===== src/rtl/alu_pkg.sv =====
// Shared definitions for the pipelined execute-stage ALU: opcodes, shifter modes,
// flag bit positions and the per-opcode flag write mask.
package alu_pkg;

  typedef enum logic [2:0] {
    ALU_ADD    = 3'd0,
    ALU_SUB    = 3'd1,
    ALU_RED    = 3'd2,
    ALU_XOR    = 3'd3,
    ALU_SLL    = 3'd4,
    ALU_SRA    = 3'd5,
    ALU_ROR    = 3'd6,
    ALU_PADDSB = 3'd7
  } alu_op_e;

  typedef enum logic [1:0] {
    SH_SLL = 2'd0,
    SH_SRA = 2'd1,
    SH_ROR = 2'd2
  } shift_mode_e;

  localparam int unsigned FLAG_N = 2;
  localparam int unsigned FLAG_Z = 1;
  localparam int unsigned FLAG_V = 0;

  // Which of {N,Z,V} an opcode is allowed to overwrite when it reaches S2.
  function automatic logic [2:0] flag_wmask(input alu_op_e op);
    logic [2:0] m;
    m = '0;
    case (op)
      ALU_ADD, ALU_SUB:                   m = '1;
      ALU_XOR, ALU_SLL, ALU_SRA, ALU_ROR: m[FLAG_Z] = 1'b1;
      default:                            m = '0;
    endcase
    return m;
  endfunction

endpackage


===== src/rtl/alu_shifter_p.sv =====
// Log-stage barrel shifter: logical left, arithmetic right, or rotate right by amt.
module alu_shifter_p
  import alu_pkg::*;
#(
  parameter int unsigned WIDTH = 16
) (
  input  logic [WIDTH-1:0]         din,
  input  logic [$clog2(WIDTH)-1:0] amt,
  input  logic [1:0]               mode,
  output logic [WIDTH-1:0]         dout
);

  localparam int unsigned SW = $clog2(WIDTH);

  logic [WIDTH-1:0] stg [SW+1];

  assign stg[0] = din;

  for (genvar i = 0; i < SW; i++) begin : g_stage
    localparam int unsigned SH = 1 << i;
    logic [WIDTH-1:0] shifted;

    always_comb begin
      case (mode)
        SH_SRA:  shifted = {{SH{stg[i][WIDTH-1]}}, stg[i][WIDTH-1:SH]};
        SH_ROR:  shifted = {stg[i][SH-1:0], stg[i][WIDTH-1:SH]};
        default: shifted = {stg[i][WIDTH-1-SH:0], {SH{1'b0}}};
      endcase
    end

    assign stg[i+1] = amt[i] ? shifted : stg[i];
  end

  assign dout = stg[SW];

endmodule


===== src/rtl/alu_pipe.sv =====
// Two-stage pipelined ALU with valid/ready on both sides and an NZV flag register
// updated in issue order as each op loads the output stage.
module alu_pipe
  import alu_pkg::*;
#(
  parameter int unsigned WIDTH  = 16,
  parameter int unsigned LANE   = 4,
  parameter int unsigned SAT_EN = 1
) (
  input  logic             clk,
  input  logic             rst,
  input  logic             flush,
  input  logic             in_valid,
  output logic             in_ready,
  input  logic [WIDTH-1:0] in1,
  input  logic [WIDTH-1:0] in2,
  input  logic [2:0]       op,
  output logic             out_valid,
  input  logic             out_ready,
  output logic [WIDTH-1:0] out_data,
  output logic [2:0]       flag
);

  localparam int unsigned SW     = $clog2(WIDTH);
  localparam int unsigned M      = WIDTH - 1;
  localparam int unsigned NBYTES = 2 * WIDTH / 8;
  localparam int unsigned NLANES = WIDTH / LANE;

  logic             s1_valid;
  alu_op_e          s1_op;
  logic [WIDTH-1:0] s1_a, s1_b;

  logic s2_ready, s1_advance, accept;

  assign s2_ready   = !out_valid || out_ready;
  assign s1_advance = s1_valid && s2_ready;
  assign in_ready   = !flush && (!s1_valid || s1_advance);
  assign accept     = in_valid && in_ready;

  // Saturating add/sub; overflow direction follows the sign of operand A.
  logic [WIDTH-1:0] add_raw, add_res;
  logic             add_ovf, is_sub;

  assign is_sub = (s1_op == ALU_SUB);

  always_comb begin
    add_raw = is_sub ? (s1_a - s1_b) : (s1_a + s1_b);
    add_ovf = (is_sub ? (s1_a[M] != s1_b[M]) : (s1_a[M] == s1_b[M])) && (add_raw[M] != s1_a[M]);
    add_res = add_raw;
    if ((SAT_EN != 0) && add_ovf)
      add_res = s1_a[M] ? {1'b1, {(WIDTH-1){1'b0}}} : {1'b0, {(WIDTH-1){1'b1}}};
  end

  logic [2*WIDTH-1:0] red_src;
  logic [WIDTH-1:0]   red_byte [NBYTES];
  logic [WIDTH-1:0]   red_sum;

  assign red_src = {s1_b, s1_a};

  for (genvar b = 0; b < NBYTES; b++) begin : g_red
    assign red_byte[b] = {{(WIDTH-8){red_src[8*b+7]}}, red_src[8*b +: 8]};
  end

  always_comb begin
    red_sum = '0;
    for (int unsigned k = 0; k < NBYTES; k++)
      red_sum = red_sum + red_byte[k];
  end

  // Each lane adds with one guard bit; guard and sign disagreeing means overflow.
  logic [WIDTH-1:0] padd_res;

  for (genvar l = 0; l < NLANES; l++) begin : g_lane
    logic [LANE:0] s;
    assign s = {s1_a[l*LANE+LANE-1], s1_a[l*LANE +: LANE]}
             + {s1_b[l*LANE+LANE-1], s1_b[l*LANE +: LANE]};
    assign padd_res[l*LANE +: LANE] = (s[LANE] == s[LANE-1]) ? s[LANE-1:0]
                                    : {s[LANE], {(LANE-1){!s[LANE]}}};
  end

  logic [1:0]       sh_mode;
  logic [WIDTH-1:0] sh_res;

  always_comb begin
    case (s1_op)
      ALU_SRA: sh_mode = SH_SRA;
      ALU_ROR: sh_mode = SH_ROR;
      default: sh_mode = SH_SLL;
    endcase
  end

  alu_shifter_p #(.WIDTH(WIDTH)) u_shifter (
    .din  (s1_a),
    .amt  (s1_b[SW-1:0]),
    .mode (sh_mode),
    .dout (sh_res)
  );

  logic [WIDTH-1:0] result;
  logic [2:0]       new_flag, wmask;

  always_comb begin
    case (s1_op)
      ALU_ADD, ALU_SUB:          result = add_res;
      ALU_RED:                   result = red_sum;
      ALU_XOR:                   result = s1_a ^ s1_b;
      ALU_SLL, ALU_SRA, ALU_ROR: result = sh_res;
      ALU_PADDSB:                result = padd_res;
      default:                   result = '0;
    endcase
    new_flag         = '0;
    new_flag[FLAG_N] = result[M];
    new_flag[FLAG_Z] = (result == '0);
    new_flag[FLAG_V] = add_ovf;
    wmask            = flag_wmask(s1_op);
  end

  always_ff @(posedge clk or posedge rst) begin
    if (rst) begin
      s1_valid  <= 1'b0;
      s1_op     <= ALU_ADD;
      s1_a      <= '0;
      s1_b      <= '0;
      out_valid <= 1'b0;
      out_data  <= '0;
      flag      <= '0;
    end else if (flush) begin
      s1_valid  <= 1'b0;
      out_valid <= 1'b0;
    end else begin
      if (accept) begin
        s1_valid <= 1'b1;
        s1_op    <= alu_op_e'(op);
        s1_a     <= in1;
        s1_b     <= in2;
      end else if (s1_advance) begin
        s1_valid <= 1'b0;
      end
      if (s1_advance) begin
        out_valid <= 1'b1;
        out_data  <= result;
        flag      <= (flag & ~wmask) | (new_flag & wmask);
      end else if (out_ready) begin
        out_valid <= 1'b0;
      end
    end
  end

endmodule


===== config.mk =====
export PLATFORM = sky130hd
export DESIGN_NAME = alu_pipe
export DESIGN_NICKNAME = d
export VERILOG_FILES = /design/src/rtl/alu_pkg.sv /design/src/rtl/alu_shifter_p.sv /design/src/rtl/alu_pipe.sv
export SDC_FILE = /design/constraint.sdc
export NUM_CORES = 1
export LEC_CHECK = 0
export CORE_MARGIN = 5
export CORE_UTILIZATION = 60
export DETAILED_ROUTE_END_ITERATION = 6
export PLACE_DENSITY = 0.83
export SLEW_MARGIN = 20
export SYNTH_ARGS = -nofsm -noshare
export SYNTH_HDL_FRONTEND = slang
export SYNTH_SLANG_ARGS = --single-unit

===== constraint.sdc =====
create_clock -name clk -period 5.8 [get_ports clk]
set_clock_uncertainty 0.05 [all_clocks]
set_input_delay 0.58 -clock clk [delete_from_list [all_inputs] [get_ports clk]]
set_output_delay 0.58 -clock clk [all_outputs]
set_load 0.05 [all_outputs]

==> results.py, run 1 <==
metrics = {
    "synth": {
        "synth_edf_count": 0,
        "ys_types": 76,
        "synth-compound-area-share_pct": 27.4,
        "netlist_area_mm2": 0.00699,
        "synth_top_family_by_area": "compound AO/OA/AOI/OAI gates",
        "avgSynthCellArea_um2": 8.32,
        "synth.mux.area_fraction_pct": 9.33,
        "synthAdderAreaFrac_pct": 14.9,
        "syn_nets": 950,
        "async_reset_ff_share_pct": 100,
        "yosys_most_used_dff": "dfrtp_1",
        "synth-simple-area-share_pct": 17.7,
        "seq_area_frac_synth_pct": 20.1,
        "synthXorXnorAreaFrac_pct": 5.96,
        "ys_ff_latch": 56,
        "synthCells": 840,
        "synth_warnings": 0,
    },
    "layout": {
        "layoutNonFillerInstCount": 1025,
        "area_delta_synth_final_pct": 12.5,
        "nFillCells": 905,
        "final_common_cell": "nand2_1",
        "diodes": 0,
        "final_cell_area_mm2": 0.00787,
        "final_core_util_pct": 68.9,
        "drive_above_1_share_pct": 11.1,
        "final_nets": 991,
        "layout_common_cells": "84 x nand2_1, 66 x nor2_1, 65 x a21oi_1, 60 x o21ai_0, 60 x clkdlybuf4s50_1",
    },
    "die": {
        "rows": 39,
        "core-area_mm2": 0.0114,
        "num_io_pins": 61,
        "die_h_um": 118,
        "fp.dieW_um": 118,
        "start_util_pct": 61.2,
        "dieArea_mm2": 0.0139,
    },
    "routing": {
        "dr_wl_met3_um": 2930,
        "ant_nets": 0,
        "vias": 7206,
        "drcViolationCount": 0,
        "firstDrtPassIters": 6,
        "m1WireLength_um": 9440,
        "first_iter_violations": 873,
        "wire_per_inst_um": 24.3,
        "wl_um": 24900,
        "routed.top_layer": "met4",
        "detailroute.wirelength.met2_um": 11100,
        "via_per_inst": 7.03,
    },
    "setup_path": {
        "cp-end-kind": "flop",
        "arrival_ns": 5.32,
        "crit_fanout": 14,
        "reg2reg_slack_ns": 0.66,
        "critPathKind": "reg -> reg",
        "cp.required_ns": 5.98,
        "start_kind": "flop",
        "reg2regPathDepth": 16,
        "cp-startpoint": "s1_b[0]$_DFFE_PP0P_",
        "r2r-start": "s1_b[0]$_DFFE_PP0P_",
    },
    "placement": {
        "hpwl_um": 19000,
        "place_congestion": 1.04,
        "numPortBuffers": 60,
        "dpl_cell_area_mm2": 0.00771,
        "dp.cells": 1017,
    },
    "power": {
        "leakage_nw": 3.26,
        "p_per_area_mw_per_mm2": 470,
        "peakVddDrop_mv": 0.448,
    },
    "clock_network": {
        "numCtsBuffers": 5,
        "cts_resized": 0,
        "postCtsSetupBuffers": 0,
        "clk_path_buf_depth": 2,
        "cts_hold_buf": 0,
        "cts.sinks": 56,
        "tritoncts": "built",
        "clock_latency_ns": 0.32,
        "cts_max_level": 2,
        "cts-root-buf": "clkbuf_16",
        "clk_pin_slew_ns": 0.08,
    },
    "sta": {
        "rsz0062_at_grt": "false",
        "tns_ns": 0,
        "maxSlewHeadroom_pct": 39.2,
        "min_period_over_period_pct": 88.6,
        "final_max_slew_viol_count": 0,
        "worst_pin_slew_ns": 0.904,
        "hold_violations": 0,
        "fmax_ghz": 0.195,
        "min_period_ns": 5.14,
        "setup_viol_count_final": 0,
    },
    "worst_hold_path": {
        "hp-class": "reg -> reg",
        "holdPathStages": 2,
        "min_to": "out_data[15]$_DFFE_PP0P_",
        "worstHoldStart": "out_data[15]$_DFFE_PP0P_",
    },
    "job": {
        "max-cap-violations": 0,
    },
    "global_route": {
        "grt_antenna_before_repair": 0,
        "grt_pass1_wl_um": 38500,
        "grt_pass1_vias": 6989,
        "grt_max_degree": 57,
        "grt_overflow": 0,
        "grt_use_total_pct": 34.7,
    },
    "run_status": {
        "outcome": "completed",
    },
}
[Yosys cell counts (all sizes together), types with 13 or more instances]
cell type  count  area share [%]
xnor2         32             4.5
o21ai         64             4.6
nor3          14             1.2
nand2         85             4.7
buf           18             1.4
nor2          66             3.5
dfrtp         56              20
nand2b        13             1.2
a21oi         65             4.7
inv           34             1.8
a211oi        13             1.4
a31oi         14             1.5
clkbuf        28             1.5
fa            22             6.3
nand3         20             1.4
mux2          43             6.9
o211ai        19             2.0
ha            48             8.6
[worst max-delay path, stage by stage (launching register included)]
cell	delay, ns
dfrtp_1	0.67
inv_1	0.32
ha_1	0.35
and4b_1	0.24
a21oi_1	0.19
xnor2_1	0.14
ha_1	0.30
a211oi_1	0.21
nand2_1	0.10
a2111oi_0	0.38
a21oi_1	0.24
xnor2_2	0.30
o21ai_1	0.29
o221a_4	0.34
a311o_1	0.27
or4_1	0.41
o31ai_2	0.23
[routing by layer]
layer / track usage, % / up-vias
li1: - / 3202
met1: 45.3 / 3363
met2: 53.7 / 517
met3: 8.17 / 124
met4: 17.2 / 0
met5: 0 / -
[through the flow]
step / hold slack, ns / setup WS (ns) / power, mW
6_report: 0.435 / 0.660 / 3.70
5_1_grt: 0.472 / 0.217 / 3.91
4_1_cts: 0.441 / 0.746 / 3.62
3_5_place_dp: 0.423 / 0.763 / 3.28
3_3_place_gp: 0.411 / 0.950 / 3.21
2_1_floorplan: 0.467 / 1.18 / 2.54
[logic make-up after synthesis]
family | count (synthesis)
compound gates | 282
xor+xnor | 42
simple gates | 254
fa+ha+maj | 70
buf+inv | 80
flops | 56
mux | 56
[worst max-delay path by stage]
stage,endpoint,slack (ns),depth (start not counted)
after floorplan,flop,1.18,18
after global placement,flop,0.95,16
after detailed placement,flop,0.76,16
after CTS,flop,0.75,16
after global routing,flop,0.22,16
final,flop,0.66,16
[where the power goes]
part           switching [mW]  leakage (nW)  internal (mW)
combinational            1.65          2.52           1.08
clock                   0.165        0.0680          0.164
sequential              0.153         0.679          0.486
[registers in the layout, summed over array words and instances, names as in the netlist, named ones only]
| register | flops |
|---|---|
| out_data | 16 |
| s1_a | 16 |
| s1_b | 16 |
| s1_op | 3 |
| out_valid | 1 |
| s1_valid | 1 |
[area by class of cell]
cell class | instances | area, um^2 | share of cell area, %
multi-input combinational | 704 | 5260 | 66.8
tap | 143 | 179 | 2.27
sequential | 56 | 1400 | 17.8
clock buffer | 5 | 125 | 1.59
inverter | 34 | 128 | 1.62
timing repair buffer | 80 | 751 | 9.55
clock inverter | 3 | 26.3 | 0.334
Note: power is estimated with default switching activity, not from simulation.
==> run 2, diff against run 1 <==
--- a/config.mk
+++ b/config.mk
@@ -5,11 +5,14 @@
 export SDC_FILE = /design/constraint.sdc
 export NUM_CORES = 1
 export LEC_CHECK = 0
+export CAP_MARGIN = 20
 export CORE_MARGIN = 5
-export CORE_UTILIZATION = 60
+export CORE_UTILIZATION = 61
+export CTS_CLUSTER_DIAMETER = 200
 export DETAILED_ROUTE_END_ITERATION = 6
-export PLACE_DENSITY = 0.83
+export PLACE_DENSITY = 0.84
 export SLEW_MARGIN = 20
 export SYNTH_ARGS = -nofsm -noshare
 export SYNTH_HDL_FRONTEND = slang
+export SYNTH_HIERARCHICAL = 1
 export SYNTH_SLANG_ARGS = --single-unit
==> results.py, run 2 <==
metrics = {
    "clock_network": {
        "clock_latency_ns": 0.30,
        "cts_hold_buf": 0,
        "cts_max_level": 2,
        "clk_pin_slew_ns": 0.07,
        "numCtsBuffers": 5,
        "tritoncts": "built",
        "cts.sinks": 56,
        "cts-root-buf": "clkbuf_16",
        "postCtsSetupBuffers": 0,
        "cts_resized": 0,
        "clk_path_buf_depth": 2,
    },
    "routing": {
        "wl_um": 24600,
        "ant_nets": 0,
        "via_per_inst": 6.73,
        "firstDrtPassIters": 6,
        "drcViolationCount": 0,
        "first_iter_violations": 1057,
        "wire_per_inst_um": 21.2,
        "vias": 7824,
    },
    "sta": {
        "worst_pin_slew_ns": 0.970,
        "rsz0062_at_grt": "false",
        "final_max_slew_viol_count": 0,
        "fin_ws_ns": 0.601,
        "tns_ns": 0,
        "hold_violations": 0,
        "hold_slack_ns": 0.431,
        "min_period_ns": 5.20,
        "setup_viol_count_final": 0,
        "min_period_over_period_pct": 89.6,
        "maxSlewHeadroom_pct": 34.9,
        "fmax_ghz": 0.192,
    },
    "global_route": {
        "grt_pass1_wl_um": 38800,
        "grt_antenna_before_repair": 0,
        "grt_max_degree": 62,
        "grt_use_total_pct": 33.8,
        "grt_overflow": 0,
        "grt_pass1_vias": 7320,
    },
    "synth": {
        "syn_nets": 1071,
        "async_reset_ff_share_pct": 100,
        "synth_most_common_cell": "nand2_1",
        "synth-simple-area-share_pct": 19.2,
        "synth_edf_count": 0,
        "avgSynthCellArea_um2": 7.88,
        "synth_top_family_by_area": "compound AO/OA/AOI/OAI gates",
        "synth_top_cell_area_share_pct": 18.6,
        "synth_common_cells": "123 x nand2_1, 74 x o21ai_0, 63 x a21oi_1",
        "netlist_area_mm2": 0.00755,
        "yosysTopAreaCell": "dfrtp_1",
        "ys_ff_latch": 56,
        "synth.mux.area_fraction_pct": 6.88,
        "synthXorXnorAreaFrac_pct": 4.18,
        "synthAdderAreaFrac_pct": 14.3,
        "seq_area_frac_synth_pct": 18.6,
        "yosys_most_used_dff": "dfrtp_1",
        "synth_warnings": 6,
        "ys_types": 97,
        "synth_area_leaders": "dfrtp_1 19%, ha_1 8.5%, nand2_1 6.1%, fa_1 5.8%, mux2_2 5.8%",
        "synth-compound-area-share_pct": 30.1,
        "synthCells": 958,
    },
    "power": {
        "peakVddDrop_mv": 0.279,
        "comb_power_share_pct": 73.9,
        "power.switching_mw": 1.99,
        "leakage_nw": 3.52,
        "internal_power_mw": 1.78,
        "p_per_area_mw_per_mm2": 448,
        "power_mw": 3.77,
        "p_clk_share_pct": 9.7,
        "swShare_pct": 52.7,
        "p_seq_share_pct": 16.3,
    },
    "setup_path": {
        "arrival_ns": 5.36,
        "slowest_delay_ns": 0.77,
        "path_cells": "inv_2 -> nor3_2 -> a31oi_1 -> xnor2_1 -> ha_1 -> a21oi_1 -> o21ai_0 -> a221o_1 -> a211o_1 -> a311oi_4 -> a221oi_1 -> or4_1 -> nand4bb_1 -> o31ai_1",
        "critPathKind": "reg -> reg",
        "start_kind": "flop",
        "cp.required_ns": 5.96,
        "cp-end-kind": "flop",
        "crit_fanout": 14,
        "r2r-start": "s1_op[0]$_DFFE_PP0P_",
        "cp_slowest_cell": "nor3_2",
        "reg2regPathDepth": 14,
        "reg2reg_slack_ns": 0.60,
    },
    "layout": {
        "area_delta_synth_final_pct": 11.6,
        "final_common_cell": "nand2_1",
        "regArea_mm2": 0.00140,
        "nFillCells": 986,
        "reg_top3": "out_data x16, s1_a x16, s1_b x16",
        "final_cell_area_mm2": 0.00842,
        "final_core_util_pct": 69.8,
        "drive_above_1_share_pct": 11.3,
        "layout_common_cells": "123 x nand2_1, 74 x o21ai_0, 63 x a21oi_1, 61 x inv_1, 60 x clkdlybuf4s50_1",
        "multiInputGateArea_mm2": 0.00563,
        "diodes": 0,
        "final_nets": 1106,
        "layoutNonFillerInstCount": 1162,
    },
    "placement": {
        "dp.cells": 1154,
        "pre_cts_ws_ns": 0.770,
        "dpl_cell_area_mm2": 0.00824,
        "hpwl_um": 18700,
        "numPortBuffers": 60,
        "place_congestion": 1.04,
    },
    "die": {
        "fp.dieW_um": 121,
        "dieArea_mm2": 0.0147,
        "rows": 40,
        "start_util_pct": 62.6,
        "die_h_um": 121,
        "num_io_pins": 61,
        "core-area_mm2": 0.0121,
    },
    "worst_hold_path": {
        "min_to": "out_data[13]$_DFFE_PP0P_",
        "worstHoldStart": "out_data[13]$_DFFE_PP0P_",
        "holdPathStages": 2,
        "hp-class": "reg -> reg",
    },
    "run_status": {
        "outcome": "completed",
    },
    "job": {
        "max-cap-violations": 0,
    },
}
run 2: changes by cell type after synthesis, moves of 5 or more:
cell	change
inv_1	+28
a211o_1	+7
nand2_1	+39
nor2_1	-8
o21ai_0	+14
nand3b_1	-6
nor4_1	-6
nor2b_1	+7
o221ai_1	+5
or2_2	+9
o22ai_1	+19
run 2: worst max-delay path by stage:
stage / end / slack [ns] / start / cells past startpoint
floorplan: flop / 1.02 / s1_op[2]$_DFFE_PP0P_ / 20
global placement: flop / 0.93 / s1_op[0]$_DFFE_PP0P_ / 14
detailed placement: flop / 0.77 / s1_op[0]$_DFFE_PP0P_ / 14
CTS: flop / 0.71 / s1_op[0]$_DFFE_PP0P_ / 14
global route: flop / 0.27 / s1_op[0]$_DFFE_PP0P_ / 18
finish: flop / 0.60 / s1_op[0]$_DFFE_PP0P_ / 14
run 2: critical path: cells and delay by family (launching register included):
kind / cells / cell delay [ns]
simple gates: 3 / 1.45
compound gates: 8 / 2.23
buf+inv: 1 / 0.19
fa+ha+maj: 1 / 0.37
flops: 1 / 0.61
xor+xnor: 1 / 0.19
run 2: cell families after synthesis:
group,after synthesis
adder cells (fa/ha/maj),73
XOR/XNOR,36
AND/OR/NAND/NOR,299
multiplexers,47
flip-flops,56
buffers and inverters,117
AO/OA/AOI/OAI,330
run 2: routing by layer:
layer,GRT usage [%],vias up,share of wire (%)
met5,0,-,0
met4,19.8,0,6.6
met3,6.06,112,10
met2,52.5,488,45
met1,44.1,3647,38
li1,-,3577,-
run 2: cell type report:
class / count / share of cell area [%]
clock buffer: 6 / 1.65
inverter: 65 / 2.90
multi-input combinational: 785 / 66.9
tap: 168 / 2.50
clock inverter: 2 / 0.461
timing repair buffer: 80 / 8.92
sequential: 56 / 16.7
run 2: power groups by stage:
stage | Sequential (mW) | Clock, mW | Combinational, mW
2_1_floorplan | 0.791 | 0 | 1.80
4_1_cts | 0.611 | 0.367 | 2.73
6_report | 0.616 | 0.367 | 2.79
3_5_place_dp | 0.619 | 0 | 2.71
5_1_grt | 0.627 | 0.381 | 3.02
3_3_place_gp | 0.616 | 0 | 2.68
